[config.mk]
export PLATFORM = sky130hd
export DESIGN_NAME = spi_target
export DESIGN_NICKNAME = d
export VERILOG_FILES = /design/src/rtl/spi_target.sv
export SDC_FILE = /design/constraint.sdc
export NUM_CORES = 1
export LEC_CHECK = 0
export CAP_MARGIN = 15
export CORE_ASPECT_RATIO = 0.6
export CORE_MARGIN = 4
export CORE_UTILIZATION = 48
export DETAILED_ROUTE_END_ITERATION = 12
export PLACE_DENSITY = 0.75
export SETUP_SLACK_MARGIN = 0.05
export SYNTH_ARGS = -nofsm -noshare
export SYNTH_HDL_FRONTEND = slang
export SYNTH_SLANG_ARGS = --single-unit
export TNS_END_PERCENT = 5
[constraint.sdc]
create_clock -name clk -period 1.9 [get_ports clk]
set_input_delay 0.475 -clock clk [delete_from_list [all_inputs] [get_ports clk]]
set_output_delay 0.475 -clock clk [all_outputs]
set_load 0.03 [all_outputs]
[src/rtl/spi_target.sv]
// Byte-wide SPI mode-0 target, MSB first. All SPI pins are oversampled by clk;
// the CPU side uses load/unload strobes with a single TX holding register.
module spi_target #(
   parameter int WIDTH = 8
) (
   input  logic             clk,
   input  logic             rst_n,
   input  logic             sclk,
   input  logic             ssn,
   input  logic             mosi,
   output logic             miso,
   input  logic             load,
   input  logic [WIDTH-1:0] datain,
   input  logic             unload,
   output logic [WIDTH-1:0] dataout,
   output logic             rx_valid,
   output logic             tx_empty,
   output logic             overrun,
   output logic             busy
);

   localparam int CW = (WIDTH > 2) ? $clog2(WIDTH) : 1;
   localparam logic [CW-1:0] LAST = CW'(WIDTH - 1);

   typedef enum logic {IDLE, SHIFT} state_t;
   state_t state, state_nxt;

   logic [2:0]       sclk_sync, ssn_sync;
   logic [1:0]       mosi_sync;
   logic [WIDTH-1:0] holding, tx_shift, rx_shift;
   logic [CW-1:0]    count;
   logic             reload_pending;

   // ssn synchroniser resets high so reset release never looks like a select
   always_ff @(posedge clk or negedge rst_n) begin
      if (!rst_n) begin
         sclk_sync <= '0;
         ssn_sync  <= '1;
         mosi_sync <= '0;
      end else begin
         sclk_sync <= {sclk_sync[1:0], sclk};
         ssn_sync  <= {ssn_sync[1:0], ssn};
         mosi_sync <= {mosi_sync[0], mosi};
      end
   end

   logic sclk_rise, sclk_fall, ssn_fall, ssn_rise;
   assign sclk_rise = sclk_sync[1] & ~sclk_sync[2];
   assign sclk_fall = ~sclk_sync[1] & sclk_sync[2];
   assign ssn_fall  = ~ssn_sync[1] & ssn_sync[2];
   assign ssn_rise  = ssn_sync[1] & ~ssn_sync[2];

   always_comb begin
      state_nxt = state;
      case (state)
         IDLE:    if (ssn_fall) state_nxt = SHIFT;
         SHIFT:   if (ssn_rise) state_nxt = IDLE;
         default: state_nxt = IDLE;
      endcase
   end

   always_ff @(posedge clk or negedge rst_n) begin
      if (!rst_n) state <= IDLE;
      else        state <= state_nxt;
   end

   logic frame_start, frame_abort, bit_rise, bit_fall, byte_done, tx_reload;
   assign frame_start = (state == IDLE) & ssn_fall;
   assign frame_abort = (state == SHIFT) & ssn_rise;
   assign bit_rise    = (state == SHIFT) & ~ssn_rise & sclk_rise;
   assign bit_fall    = (state == SHIFT) & ~ssn_rise & sclk_fall;
   assign byte_done   = bit_rise & (count == LAST);
   assign tx_reload   = frame_start | (bit_fall & reload_pending);

   always_ff @(posedge clk or negedge rst_n) begin
      if (!rst_n) begin
         holding        <= '1;
         tx_shift       <= '0;
         rx_shift       <= '0;
         count          <= '0;
         reload_pending <= 1'b0;
         dataout        <= '0;
         rx_valid       <= 1'b0;
         overrun        <= 1'b0;
         tx_empty       <= 1'b1;
      end else begin
         // an empty holding register sends all ones
         if (tx_reload)     tx_shift <= tx_empty ? '1 : holding;
         else if (bit_fall) tx_shift <= tx_shift << 1;

         if (bit_rise) rx_shift <= {rx_shift[WIDTH-2:0], mosi_sync[1]};

         if (frame_start || frame_abort || byte_done) count <= '0;
         else if (bit_rise)                           count <= count + 1'b1;

         if (frame_start || frame_abort)  reload_pending <= 1'b0;
         else if (byte_done)              reload_pending <= 1'b1;
         else if (bit_fall)               reload_pending <= 1'b0;

         // a completing byte beats a simultaneous unload
         if (byte_done) begin
            dataout  <= {rx_shift[WIDTH-2:0], mosi_sync[1]};
            rx_valid <= 1'b1;
            if (rx_valid && !unload) overrun <= 1'b1;
         end else if (unload) begin
            rx_valid <= 1'b0;
            overrun  <= 1'b0;
         end

         // load after reload: transfer takes the old holding value
         if (load) begin
            holding  <= datain;
            tx_empty <= 1'b0;
         end else if (tx_reload) begin
            tx_empty <= 1'b1;
         end
      end
   end

   assign miso = (state == SHIFT) & tx_shift[WIDTH-1];
   assign busy = (state == SHIFT);

endmodule

==> run summary <==
RR Endpoint -> dataout[0]
root cell of the clock tree -> clkbuf_8
largest net degree at the start of global routing -> 26
RSZ-0062 raised after global routing -> yes
Synth top area share -> 45.10%
synth top area cells -> dfrtp_1 45%, dfstp_2 16%, mux2_2 16%
global placer's final weighted congestion -> 0.7200
Hold WC Path Type -> in2async
Worst-path clk slew -> 0.10 ns
post-synthesis cell type count -> 33
crit path from -> dataout[0]
H-tree levels -> 2
maxcap violations -> 0
Post-synth top cells -> 35 x dfrtp_1, 27 x mux2_2, 12 x dfstp_2
worst-path cell chain -> clkdlybuf4s50_1
die area -> 5161 um2
GRT Residual Overflow -> 0
Finish-stage setup viols -> 0
first-pass GRT wire length -> 5982 um
Fin. Hold Viols -> 0
crit share post-route -> 95.64%
run status -> finished clean
crit path launch type -> flip-flop
I/O Buffers -> 27
Worst R2R Start -> count[0]
Cell Area, Synth -> 1942 um2
Final Util -> 62.62%
Rows -> 17
drt wl/cell -> 15.22 um
Post-DP HPWL -> 2470 um
Max FO, Critical Path -> 2
Worst path max stage delay -> 0.68 ns
Filler cells -> 295
Seq/Total Area, Yosys -> 61.34%
CTS Sinks -> 47
worst-skew pair later-pin latency -> 0.31 ns
Antenna Nets Post-Route -> 0
Most used DFF post-synth -> dfrtp_1
EDFF count, synth -> 0
P per Cell Area -> 965.6 nW/um2
Syn. warnings -> 0
io pins -> 28
CP bufs+invs -> 1
Slew headroom -> 62.91%
mean post-synth cell area -> 13.77 um2
critical path's slowest cell -> clkdlybuf4s50_1
count of hold-fix buffers inserted at cts -> 0
die width -> 90.12 um
CP Depth -> 1
Setup Total Neg Slack -> 0 ns
Post-synth ARST share -> 100.0%
Cells after Synth -> 141
most common cell in the synthesized netlist -> dfrtp_1
Synth area leader -> dfrtp_1
Max Fclk -> 0.5503 GHz
initial core utilization -> 51.29%
post-CTS setup buffers -> 0
worst endpoint data arrival time -> 1.34 ns
delay-heaviest family, CP -> buffers and inverters
Final Slew Violations -> 0
initial DRC count -> 46
Synth Register Bits -> 47
area added between synthesis and finish -> 22.10%
syn nets -> 158
Antenna diodes -> 0
Core ar. -> 3786 um2
worst vdd ir -> 466.4 uV
fraction of layout cells with a size suffix above 1 -> 35.43%
Initial DRT Pass Iterations -> 4
drt total wl -> 3378 um
leakage power -> 1.133 nW
CTS buffer count -> 5
Worst-Margin Slew -> 0.5564 ns
Final #Nets -> 191
Layout Skew -> 0.01300 ns
Residual DRC -> 0
DR vias -> 1,143
fin crit period -> 1.817 ns
Critical Path Sink -> dataout[0]
vias per cell -> 5.149
Crit Path Class -> reg2out
Worst EP required -> 1.42 ns
initial antenna violation count -> 0
Bufs on Longest Clock Path -> 2
flop-to-flop setup slack -> 0.11 ns
TritonCTS clock tree -> built
depth of the most critical reg-to-reg path -> 6
total track usage -> 15.11%
Die Y -> 57.27 um
number of global-route vias before repair -> 1,244
crit path capture type -> primary output
[sequential cells by signal, indices dropped and copies added, names as in the netlist, 2 cells and up]
signal and flops:
ssn_sync 3, mosi_sync 2, tx_shift 8, sclk_sync 3, rx_shift 7, dataout 8, holding 8, count 3
[power by group]
group / internal (mW) / switching (mW)
clock network: 0.264 / 0.358
registers: 1.19 / 0.102
logic: 0.217 / 0.162
[worst min-delay path by stage]
stage               slack, ns           end  depth (start not counted)          from
floorplan                0.18          busy                          0         rst_n
global placement         0.34  mosi_sync[1]                          0  mosi_sync[0]
detailed placement       0.34  mosi_sync[1]                          0  mosi_sync[0]
CTS                      0.15    dataout[4]                          1         rst_n
global route             0.18    dataout[3]                          1         rst_n
finish                   0.14    dataout[4]                          1         rst_n
[metal layers]
| layer | vias up | track usage [%] | part of all wire, % |
|---|---|---|---|
| met2 | 18 | 22.93 | 43 |
| met4 | 0 | 9.150 | 2.5 |
| li1 | 554 | - | - |
| met5 | - | 0 | 0 |
| met3 | 9 | 4.084 | 3.5 |
| met1 | 562 | 19.69 | 51 |
[logic make-up (layout without fill, tap and decap cells)]
family | count (synthesis) | in the layout | share of synthesized area (%)
and+or+nand+nor | 27 | 27 | 8.442
AOI/OAI and AO/OA | 15 | 15 | 5.155
xor gates and xnor gates | 1 | 1 | 0.4511
DFF | 47 | 47 | 61.34
muxes | 37 | 37 | 20.81
buffers and inverters | 12 | 46 | 2.513
adders and majority gates | 2 | 2 | 1.288
[repair_timing]
action,4_1_cts,5_1_grt
endpoints found under the hold margin,0,0
endpoints found under the setup margin,5,13
gates resized for setup,5,1
[per-stage QoR]
stage / worst slack (ns) / cells / hold slack, ns / power (mW) / area [um2]
finish: 0.08275 / 222 / 0.1402 / 2.289 / 2371
global placement: 0.1626 / 214 / 0.3353 / 1.665 / 2283
floorplan: 0.1657 / 141 / 0.1794 / 1.549 / 1942
detailed placement: 0.1065 / 214 / 0.3363 / 1.696 / 2283
CTS: 0.05371 / 222 / 0.1466 / 2.316 / 2369
global route: 0.01304 / 222 / 0.1811 / 2.424 / 2371
[placed cells by master, fill, tap and decap left out, drive strengths merged, types with 2 or more instances in the layout]
cell / instances
mux2: 27
nand2: 5
dlygate4sd2: 5
clkbuf: 5
dfrtp: 35
nor2: 7
clkinv: 2
a21oi: 6
or3b: 2
mux2i: 10
nor2b: 2
or2: 3
o21ai: 3
dfstp: 12
clkdlybuf4s50: 19
ha: 2
inv: 8
buf: 6
[cell type report]
type / instances / area, um2 / area share, %
Multi-Input combinational cell: 82 / 701.9 / 29.60
Clock inverter: 3 / 22.52 / 0.9499
Inverter: 7 / 26.28 / 1.108
Tap cell: 47 / 58.81 / 2.480
Clock buffer: 5 / 68.82 / 2.902
Sequential cell: 47 / 1191 / 50.24
Timing Repair Buffer: 31 / 301.5 / 12.72
Note: power is estimated with default switching activity, not from simulation.
